===== config.mk =====
export PLATFORM = sky130hd
export DESIGN_NAME = int_ack_master
export DESIGN_NICKNAME = d
export VERILOG_FILES = /design/src/rtl/int_ack_master.sv
export SDC_FILE = /design/constraint.sdc
export NUM_CORES = 1
export LEC_CHECK = 0
export CORE_AREA = 2 2 50 52
export CTS_CLUSTER_DIAMETER = 30
export DETAILED_ROUTE_END_ITERATION = 12
export DIE_AREA = 0 0 52 54
export PLACE_DENSITY_LB_ADDON = 0.15
export REMOVE_ABC_BUFFERS = 1
export SLEW_MARGIN = 20
export SYNTH_ARGS = -nofsm -noshare
export SYNTH_HDL_FRONTEND = slang
export SYNTH_SLANG_ARGS = --single-unit

===== constraint.sdc =====
create_clock -name clk -period 1.9 [get_ports clk]
set_clock_uncertainty 0.2 [all_clocks]
set_input_delay 0.57 -clock clk [delete_from_list [all_inputs] [get_ports clk]]
set_output_delay 0.57 -clock clk [all_outputs]
set_load 0.01 [all_outputs]

===== src/rtl/int_ack_master.sv =====
// CPU-side 8259A interrupt acknowledge master.
// Synchronises INT, issues the two-pulse INTA sequence and hands the vector to the core.
module int_ack_master #(
    parameter int PULSE_CYCLES = 2,
    parameter int GAP_CYCLES   = 2,
    parameter int COOL_CYCLES  = 2
) (
    input  logic       clk,
    input  logic       reset_n,
    input  logic       int_req,
    input  logic       int_enable,
    input  logic [7:0] data_bus,
    output logic       inta_n,
    output logic       vec_valid,
    output logic [7:0] vec_data,
    input  logic       vec_ready,
    output logic       busy
);

    localparam int MAXP = (PULSE_CYCLES > GAP_CYCLES) ?
                          ((PULSE_CYCLES > COOL_CYCLES) ? PULSE_CYCLES : COOL_CYCLES) :
                          ((GAP_CYCLES > COOL_CYCLES) ? GAP_CYCLES : COOL_CYCLES);
    localparam int CW = $clog2(MAXP) + 1;

    localparam logic [CW-1:0] PULSE_LD = CW'(PULSE_CYCLES - 1);
    localparam logic [CW-1:0] GAP_LD   = CW'(GAP_CYCLES - 1);
    localparam logic [CW-1:0] COOL_LD  = CW'(COOL_CYCLES - 1);
    localparam logic [CW-1:0] ONE      = CW'(1);

    typedef enum logic [2:0] {
        IDLE,
        P1,
        GAP,
        P2,
        HOLD,
        COOL
    } state_t;

    state_t        state;
    state_t        state_next;
    logic [CW-1:0] cnt;
    logic [CW-1:0] cnt_next;
    logic [1:0]    sync;
    logic          int_sync;
    logic          capture;

    assign int_sync = sync[1];
    assign busy     = (state != IDLE);

    always_comb begin
        state_next = state;
        cnt_next   = cnt;
        capture    = 1'b0;
        unique case (state)
            IDLE: begin
                if (int_sync && int_enable) begin
                    state_next = P1;
                    cnt_next   = PULSE_LD;
                end
            end
            P1: begin
                if (cnt == '0) begin
                    state_next = GAP;
                    cnt_next   = GAP_LD;
                end else begin
                    cnt_next = cnt - ONE;
                end
            end
            GAP: begin
                if (cnt == '0) begin
                    state_next = P2;
                    cnt_next   = PULSE_LD;
                end else begin
                    cnt_next = cnt - ONE;
                end
            end
            P2: begin
                if (cnt == '0) begin
                    state_next = HOLD;
                    capture    = 1'b1;
                end else begin
                    cnt_next = cnt - ONE;
                end
            end
            HOLD: begin
                // vec_valid is always high here, so ready alone completes the handshake
                if (vec_ready) begin
                    state_next = COOL;
                    cnt_next   = COOL_LD;
                end
            end
            COOL: begin
                if (cnt == '0) begin
                    state_next = IDLE;
                end else begin
                    cnt_next = cnt - ONE;
                end
            end
            default: begin
                state_next = IDLE;
                cnt_next   = '0;
            end
        endcase
    end

    always_ff @(posedge clk or negedge reset_n) begin
        if (!reset_n) begin
            state     <= IDLE;
            cnt       <= '0;
            sync      <= 2'b00;
            inta_n    <= 1'b1;
            vec_valid <= 1'b0;
            vec_data  <= 8'h00;
        end else begin
            state     <= state_next;
            cnt       <= cnt_next;
            sync      <= {sync[0], int_req};
            // outputs registered from next state so they never glitch
            inta_n    <= !((state_next == P1) || (state_next == P2));
            vec_valid <= (state_next == HOLD);
            if (capture) begin
                vec_data <= data_bus;
            end
        end
    end

endmodule

* Word-level counts from Yosys, hierarchy flattened
Cells that the tools add are included.
Operators by class: $add $sub $neg 1, eq/ne operators 11, multiplexer cells 14, reduce and logical (&&, ||, !) cells 9
Operator list (number):
- two-way mux 3 bit | 6
- case mux 3 bit (6 select lines) | 1
- == test 3 x 2 -> 1 bit, second input constant | 3
- == test 3 bit, second input constant | 3
- two-way mux 2 bit | 4
- case mux 2 bit (4 select lines) | 1
- == test 3 x 1 -> 1 bit, second input constant | 2
- inequality test 2 bit, second input constant | 3
- OR reduction 2 bit | 2
- zero test 3 bit | 1
- AND reduction 3 bit | 1
- nonzero test 3 bit | 1
- zero test 2 bit | 1
- two-way mux 1 bit | 2
- subtractor 2 x 1 -> 2 bit, second input constant | 1
- logical AND 1 bit | 1
- zero test 1 bit | 1
- logical OR 1 bit | 1
Word-level totals: register bits after elaboration 17, bits of input ports 13, output and inout port bits 11, logic and storage cells 41

* Longest topological paths before layout
Gate-level depths: netlist (run 1).
word-level depth 6, gate-level depth with buffers 6, mapped depth without buffers 5

* Worst setup path before layout (run 1)
Ideal clock, no wire load.
path type register to register, start point reg cnt[0], end point reg vec_data[0], library setup time 0.125 ns, data arrival time 1.357 ns, data required time 1.575 ns, setup slack 0.218 ns, stages on the path, launching flop included 7, path buffers 1, clock period less this slack 1.682 ns, cells stage by stage dfrtp_1 inv_1 ha_1 buf_6 and2_4 nand3_4 mux2_4
Between the ends: longest elaborated chain between the ends 3
Ends and longest elaborated chain:
- start: declaration | line 41 | logic [CW-1:0] cnt;
- start signal: assignment | line 116 | cnt <= cnt_next;
- zero test 2 bit | line 78 | if (cnt == '0) begin
- two-way mux 1 bit | line 78
- two-way mux 1 bit | line 54 | unique case (state)
- end signal: assignment | line 122 | vec_data <= data_bus;
- end: declaration | line 15 | output logic [7:0] vec_data,
No other way between the ends. A chain may end at the register's enable or synchronous reset.

* Worst setup path after layout (run 1)
start point reg inta_n, end point out inta_n
RTL lines:
- start: declaration | line 13 | output logic inta_n,
- start signal: assignment | line 119 | inta_n <= !((state_next == P1) || (state_next == P2));
No word-level cell between the ends.

==> flow_summary.yaml, run 1 <==
status:
  status: "completed"
timing:
  timing.hold.ws_ps: 169
  relSlewSlack_pct: 79.0
  fmax_mhz: 546
  worstMarginPinSlew_ps: 311
  rsz0062_at_grt: "no"
  slew_viol_final: 0
  post-route-min-period_ps: 1830
  finalSetupViolations: 0
  hold_violations: 0
  fin_crit_sh_pct: 96.5
  fin_setup_tns_ps: 0
finish:
  finalNonFillerCells: 133
  layout-drive-gt1-share_pct: 26.2
  n_fill_cell: 227
  layout.nets: 119
  mostFrequentLayoutCells: "dfrtp_1 (16), clkdlybuf4s50_1 (12), dlygate4sd2_1 (10), buf_4 (9), mux2_4 (8)"
  diodes: 0
  layout_commonest_cell: "dfrtp_1"
  syn_to_final_growth_pct: 35.8
placement:
  place.gp.congestion: 0.871
  dp_cells: 128
  dpl.hpwl_um: 1230
  port_buffers: 23
yosys:
  synthTopCellsByArea: "dfrtp_1 (46%), mux2_4 (14%), dfstp_2 (3.0%)"
  synth.distinct_cells: 34
  syn_area_per_cell_um2: 12.3
  ys_warn_count: 0
  synth_top_area_share_pct: 45.8
  synth_area_leader_cell: "dfrtp_1"
  seq_area_frac_synth_pct: 48.9
  ys_ff_latch: 17
  synthCells: 71
  netlist_area_um2: 873
global_route:
  gr-total-overflow: 0
  grt_max_degree: 18
  grt_pass1_vias: 631
  antenna_found_initial: 0
  grtUsageTotal_pct: 13.7
  grt_pass1_wl_um: 2780
critical_path:
  cp_data_arrival_time_ps: 1060
  max_stage_delay_ps: 520
  cp-end-kind: "output port"
  start_kind: "register"
  cp_slowest_cell: "dfstp_2"
  crit_chain: "dlygate4sd2_1"
  critPathRequiredTime_ps: 1130
  path_buf_inv: 1
  cp_max_fo: 1
  crit_type: "register to output port"
  cpLargestDelayFamily: "flip-flops"
floorplan:
  die_h_um: 54
  dieArea_um2: 2810
  core-area_um2: 2320
  die_w_um: 52
  rows: 18
  io_pins: 24
  start_util_pct: 37.6
cts:
  clockRootBuffer: "clkbuf_4"
  clk_pin_slew_ps: 100
  cts_tree: "built"
  insertion_delay_ps: 290
  cts.path.max_buffers: 2
  cts.sinks: 17
  post_cts_hold_buffer_count: 0
  cts-htree-levels: 1
  cts_made_buffers: 3
routing:
  viasPerCell: 4.97
  wirelength_um: 1700
  drtPass1Iterations: 4
  vias: 661
  drt_iter0_drc: 6
  wl_per_cell_um: 12.8
  ant_nets: 0
  drc: 0
job:
  drv_cap: 0
pwr:
  powerDensity_nw_per_um2: 1590
  ir_drop_mv: 0.713
  leakage_uw: 0.000561
hold_path:
  worstHoldPathType: "register to register"
## worst paths after layout
check	cells after the start	endpoint	slack, ps	start
worst max-delay path	1	inta_n	70	inta_n
worst min-delay path	0	sync[1]	170	sync[0]
worst max register to register	5	cnt[1]	120	cnt[0]
worst min register to register	0	sync[1]	170	sync[0]
max in group asynchronous	2	inta_n	850	reset_n
min in group asynchronous	2	cnt[1]	390	reset_n
## final cells by class
class	count	area [um2]	area share, %
Sequential cell	17	427	36.0
Tap cell	30	37.5	3.16
Inverter	5	20.0	1.69
Clock inverter	1	5.00	0.422
Clock buffer	3	22.5	1.90
Multi-Input combinational cell	45	394	33.2
Timing Repair Buffer	32	280	23.6
## cell families (layout without fill, tap and decap cells)
kind of cell / after synthesis / count (layout) / synth area share, %
AO/OA/AOI/OAI: 14 / 14 / 11.6
XOR/XNOR: 1 / 1 / 1.00
adder cells (fa/ha/maj): 3 / 3 / 4.01
buffers and inverters: 9 / 41 / 6.30
flip-flops: 17 / 17 / 48.9
multiplexers: 9 / 9 / 14.9
AND/OR/NAND/NOR: 18 / 18 / 13.3
## routing by layer
metal  global-route usage, %  wire length (um)
met5                       0                 0
met4                    5.26                10
met3                    3.61                76
met2                    20.3               765
met1                    19.1               846
## synthesized netlist by cell type
library cell	instances
clkinv_2	1
dfrtp_1	16
a221o_1	1
o41ai_1	1
nand3_1	1
o21ai_0	3
maj3_1	1
nor2_1	2
inv_1	4
nand2_1	5
buf_2	1
mux2_4	8
a21o_1	1
nand3b_1	2
xnor2_1	1
o31ai_1	1
a211oi_1	2
nand4b_1	1
and3b_1	1
a31oi_1	1
buf_6	2
and3_1	1
nor3_1	2
buf_4	1
and2_4	1
ha_1	2
o221ai_1	1
mux2i_1	1
a211o_1	1
a221oi_1	1
dfstp_2	1
nand3_4	1
nor4bb_1	1
a21oi_1	1
## power by group
group / internal [uW] / switching (uW)
clock: 78.1 / 117
combinational: 582 / 493
sequential: 532 / 79.8
total: 1190 / 689
## sequential cells by signal, indices dropped and copies added (netlist names)
register   flops
inta_n         1
vec_data       8
cnt            2
state          3
sync           2
vec_valid      1
## stage by stage
step	utilization (%)	total power, uW	area [um2]	setup WS, ps
floorplan	-	1280	838	176
global placement	50.3	1770	1170	11.7
detailed placement	50.3	1760	1170	15.3
CTS	51.0	1890	1180	10.6
global route	51.1	2040	1190	2.70
finish	51.1	1880	1190	67.3
## timing repair
| action | CTS | global route |
|---|---|---|
| gates resized for setup | 13 | 1 |
| pin swaps | 1 | 0 |
| setup endpoints to repair | 11 | 1 |
| buffers inserted | 0 | 1 |
(Power assumes the default switching activity.)
==> run 2, diff against run 1 <==
- CORE_AREA: 2 2 50 52 -> 2 2 46 57
- DIE_AREA: 0 0 52 54 -> 0 0 48 59
- REMOVE_ABC_BUFFERS: 1 -> unset
==> run 2 against run 1 <==
  * Sequential power rose by 1%
  * Setup slack got worse by 25 ps
  * Flip-flop and latch count unchanged
  * Largest power group unchanged
==> flow_summary.yaml, run 2 (synthesized netlist as in run 1, its figures left out) <==
routing:
  drt_iter0_drc: 15
  wirelength_um: 1850
  vias: 689
  viasPerCell: 5.22
  drtPass1Iterations: 4
  drc: 0
  wl_per_cell_um: 14.0
  ant_nets: 0
finish:
  syn_to_final_growth_pct: 34.1
  largest_reg_flops: 8
  layout.nets: 117
  layout-drive-gt1-share_pct: 23.8
  multi_input_area_um2: 394
  top_register: "vec_data"
  diodes: 0
  regArea_um2: 427
  layout_commonest_cell: "dfrtp_1"
  final_cell_area_um2: 1170
  mostFrequentLayoutCells: "dfrtp_1 (16), clkdlybuf4s50_1 (12), dlygate4sd2_1 (10), mux2_4 (8), buf_4 (7)"
  largestRegisters: "vec_data (8), state (3)"
  n_fill_cell: 223
global_route:
  gr-total-overflow: 0
  grt_max_degree: 18
  grtUsageTotal_pct: 15.4
  grt_pass1_wl_um: 3040
  grt_pass1_vias: 682
  antenna_found_initial: 0
floorplan:
  die_w_um: 48
  io_pins: 24
  die_h_um: 59
  core-area_um2: 2260
  start_util_pct: 38.7
  dieArea_um2: 2830
  rows: 19
critical_path:
  crit_type: "register to register"
  critPathRequiredTime_ps: 1880
  cp_data_arrival_time_ps: 1840
  r2r_setup_slack_ps: 40
  start_kind: "register"
  cp-end-kind: "register"
  cp_max_fo: 5
cts:
  insertion_delay_ps: 280
  cts.path.max_buffers: 2
  cts-htree-levels: 1
  clk_pin_slew_ps: 90
  cts.sinks: 17
  clockRootBuffer: "clkbuf_4"
  post_cts_hold_buffer_count: 0
  cts_made_buffers: 3
  postCtsSetupRepairBufs: 0
  cts_tree: "built"
timing:
  slew_viol_final: 0
  finalSetupViolations: 0
  hold_violations: 0
  post-route-min-period_ps: 1860
  setup_ws_ps: 42.4
  relSlewSlack_pct: 81.6
  worstMarginPinSlew_ps: 272
  fin_crit_sh_pct: 97.8
  rsz0062_at_grt: "no"
  fmax_mhz: 538
  fin_setup_tns_ps: 0
placement:
  place_area_um2: 1160
  post-place-ws_ps: -19.9
  port_buffers: 23
  dpl.hpwl_um: 1340
  place.gp.congestion: 0.813
hold_path:
  worstHoldPathType: "register to register"
pwr:
  swShare_pct: 37.1
  p_seq_share_pct: 33.3
  power.share.clock_pct: 10.2
  leakage_uw: 0.000549
  switchingPower_uw: 694
  ir_drop_mv: 0.879
  p_int_uw: 1170
  comb_power_share_pct: 56.6
  powerDensity_nw_per_um2: 1600
job:
  drv_cap: 0
status:
  status: "completed"
yosys:
  syn-num-nets: 86
-- run 2: cell types whose count changed in the layout (fill, tap and decap cells not counted), sizes merged --
cell,change
buf,-2
clkbuf,+1
clkinv,-1
-- run 2: worst paths after layout --
path / endpoint / startpoint / depth (start not counted)
min: sync[1] / sync[0] / 0
max: cnt[1] / cnt[1] / 5
min in group asynchronous: state[1] / reset_n / 2
min reg2reg: sync[1] / sync[0] / 0
max reg2reg: cnt[1] / cnt[1] / 5
max in group asynchronous: inta_n / reset_n / 2
-- run 2: cell type report --
cell class,count,area share (%)
sequential,17,36.4
multi-input combinational,45,33.7
timing repair buffer,30,22.6
tap,31,3.31
clock buffer,4,2.24
inverter,5,1.71
-- run 2: power by group through the flow --
stage	registers, uW	logic (uW)	clock network, uW
2_1_floorplan	670	677	0
3_3_place_gp	625	1120	0
3_5_place_dp	627	1140	0
4_1_cts	624	1070	194
5_1_grt	641	1150	209
6_report	621	1060	190
-- run 2: routing by layer --
layer / part of all wire, % / up-vias / GRT usage (%) / routed length (um)
met1: 41 / 341 / 19.3 / 761
met2: 52 / 26 / 25.1 / 961
met3: 4.2 / 5 / 1.83 / 78
met5: 0 / - / 0 / 0
li1: - / 317 / - / -
met4: 2.4 / 0 / 8.11 / 44
-- run 2: worst max-delay path, stage by stage (launching register included) --
cell,delay [ps]
dfrtp_1,430
inv_1,70
ha_1,280
maj3_1,350
a21o_1,180
a211oi_1,250
-- run 2: per-stage QoR --
| stage | hold WS [ps] | power [uW] | utilization [%] | std cells |
|---|---|---|---|---|
| 3_5_place_dp | 139 | 1770 | 51.4 | 128 |
| 3_3_place_gp | 135 | 1750 | 51.4 | 128 |
| 2_1_floorplan | 74.4 | 1350 | - | 71 |
| 5_1_grt | 177 | 2000 | 51.9 | 132 |
| 6_report | 157 | 1870 | 51.9 | 132 |
| 4_1_cts | 161 | 1890 | 52.1 | 132 |
-- run 2: what timing repair did --
item	in CTS	in global routing
setup endpoints to repair	11	1
resized for setup	13	1
pin swaps	1	0
==> run 3, diff against run 2 <==
- RECOVER_POWER: unset -> 25
==> run 3 against run 2 <==
  * Setup slack unchanged
  * Register-to-register slack about the same
  * Global-route usage unchanged
  * Die area stayed put
  * Design area fell by 0.32%
  * Largest power group unchanged
==> flow_summary.yaml, run 3 (synthesized netlist as in run 1, its figures left out) <==
floorplan:
  die_w_um: 48
  rows: 19
  die_h_um: 59
  start_util_pct: 38.7
  io_pins: 24
  core-area_um2: 2260
  dieArea_um2: 2830
pwr:
  ir_drop_mv: 0.879
  leakage_uw: 0.000546
  total_power_uw: 1870
  swShare_pct: 37.2
  p_seq_share_pct: 33.3
  switchingPower_uw: 694
  power.share.clock_pct: 10.2
  p_int_uw: 1170
  powerDensity_nw_per_um2: 1600
  comb_power_share_pct: 56.5
finish:
  layout-drive-gt1-share_pct: 22.8
  final_cell_area_um2: 1170
  top_register: "vec_data"
  layout_commonest_cell: "dfrtp_1"
  largest_reg_flops: 8
  syn_to_final_growth_pct: 33.7
  finalNonFillerCells: 132
  layout.nets: 117
  diodes: 0
  largestRegisters: "vec_data (8), state (3)"
  mostFrequentLayoutCells: "dfrtp_1 (16), clkdlybuf4s50_1 (10), dlygate4sd2_1 (10), mux2_4 (8), buf_4 (6)"
critical_path:
  cp-end-kind: "register"
  r2r-end: "cnt[1]"
  crit_type: "register to register"
  start_kind: "register"
  ff2ff_path_depth: 5
  rr_startpoint: "cnt[1]"
  cp_max_fo: 5
  r2r_setup_slack_ps: 40
  critPathRequiredTime_ps: 1880
  cp_data_arrival_time_ps: 1840
placement:
  post-place-ws_ps: -19.9
  place_area_um2: 1160
  place.gp.congestion: 0.813
  port_buffers: 23
  dp_cells: 128
  dpl.hpwl_um: 1340
routing:
  drc: 0
  drtPass1Iterations: 4
  wl_per_cell_um: 14.0
  drt_iter0_drc: 15
  wirelength_um: 1840
  vias: 689
  ant_nets: 0
  viasPerCell: 5.22
timing:
  fmax_mhz: 538
  hold_violations: 0
  post-route-min-period_ps: 1860
  worstMarginPinSlew_ps: 894
  slew_viol_final: 0
  fin_crit_sh_pct: 97.8
  relSlewSlack_pct: 40.4
  setup_ws_ps: 42.4
  finalSetupViolations: 0
  rsz0062_at_grt: "no"
cts:
  insertion_delay_ps: 280
  cts_tree: "built"
  cts_made_buffers: 3
  cts.path.max_buffers: 2
  cts-htree-levels: 1
  post_cts_hold_buffer_count: 0
  cts.sinks: 17
  clockRootBuffer: "clkbuf_4"
  clk_pin_slew_ps: 90
global_route:
  gr-total-overflow: 0
  grt_pass1_wl_um: 3040
  grtUsageTotal_pct: 15.4
  antenna_found_initial: 0
  grt_pass1_vias: 682
  grt_max_degree: 18
hold_path:
  worstHoldPathType: "register to register"
  holdCritStartpoint: "sync[0]"
  holdPathStages: 0
  min_to: "sync[1]"
job:
  drv_cap: 0
yosys:
  syn-num-nets: 86
status:
  status: "completed"
[run 3: cell count changes in the layout (fill, tap and decap cells not counted)]
cell	change
buf_4	-1
clkdlybuf4s50_1	-2
dlygate4sd3_1	+2
clkbuf_1	+1
[run 3: worst max path at each step]
stage,depth (start not counted),endpoint,from
finish,5,cnt[1],cnt[1]
global placement,4,cnt[1],vec_ready
floorplan,6,vec_data[0],cnt[0]
global route,1,inta_n,inta_n
CTS,3,busy,state[0]
detailed placement,4,cnt[0],vec_ready
[run 3: metal layers]
metal	vias to the layer above	global-route usage, %	wire length [um]
met4	0	8.11	44
met3	5	1.83	78
li1	317	-	-
met1	341	19.3	759
met2	26	25.1	961
met5	-	0	0
[run 3: cell type report]
cell class	count	area [um2]
multi-input cells	45	394
clock buffers	4	26.3
well taps	31	38.8
inverters	5	20.0
repair buffers	30	262
flip-flops and latches	17	427
fillers	225	1090
[run 3: critical path: stages, from the launching register on]
cell and delay (ps):
dfrtp_1 430, inv_1 70, ha_1 280, maj3_1 350
a21o_1 180, a211oi_1 250
[run 3: repair_timing]
| item | CTS | global route |
|---|---|---|
| buffers inserted | 0 | 0 |
| resized for setup | 13 | 1 |
| endpoints found under the hold margin | 0 | 0 |
| pin swaps | 1 | 0 |
| endpoints found under the setup margin | 11 | 1 |
[run 3: metrics by stage]
stage | util (%) | hold WS (ps) | setup TNS [ps]
after global routing | 51.7 | 177 | 0
after CTS | 52.1 | 161 | 0
final | 51.7 | 157 | 0
after global placement | 51.4 | 135 | 0
after detailed placement | 51.4 | 139 | -31.9
after floorplan | - | 74.4 | 0
[run 3: power by group through the flow]
| stage | clock [uW] | sequential (uW) | combinational (uW) |
|---|---|---|---|
| floorplan | 0 | 670 | 677 |
| global placement | 0 | 625 | 1120 |
| detailed placement | 0 | 627 | 1140 |
| CTS | 194 | 624 | 1070 |
| global route | 209 | 641 | 1150 |
| finish | 190 | 621 | 1060 |
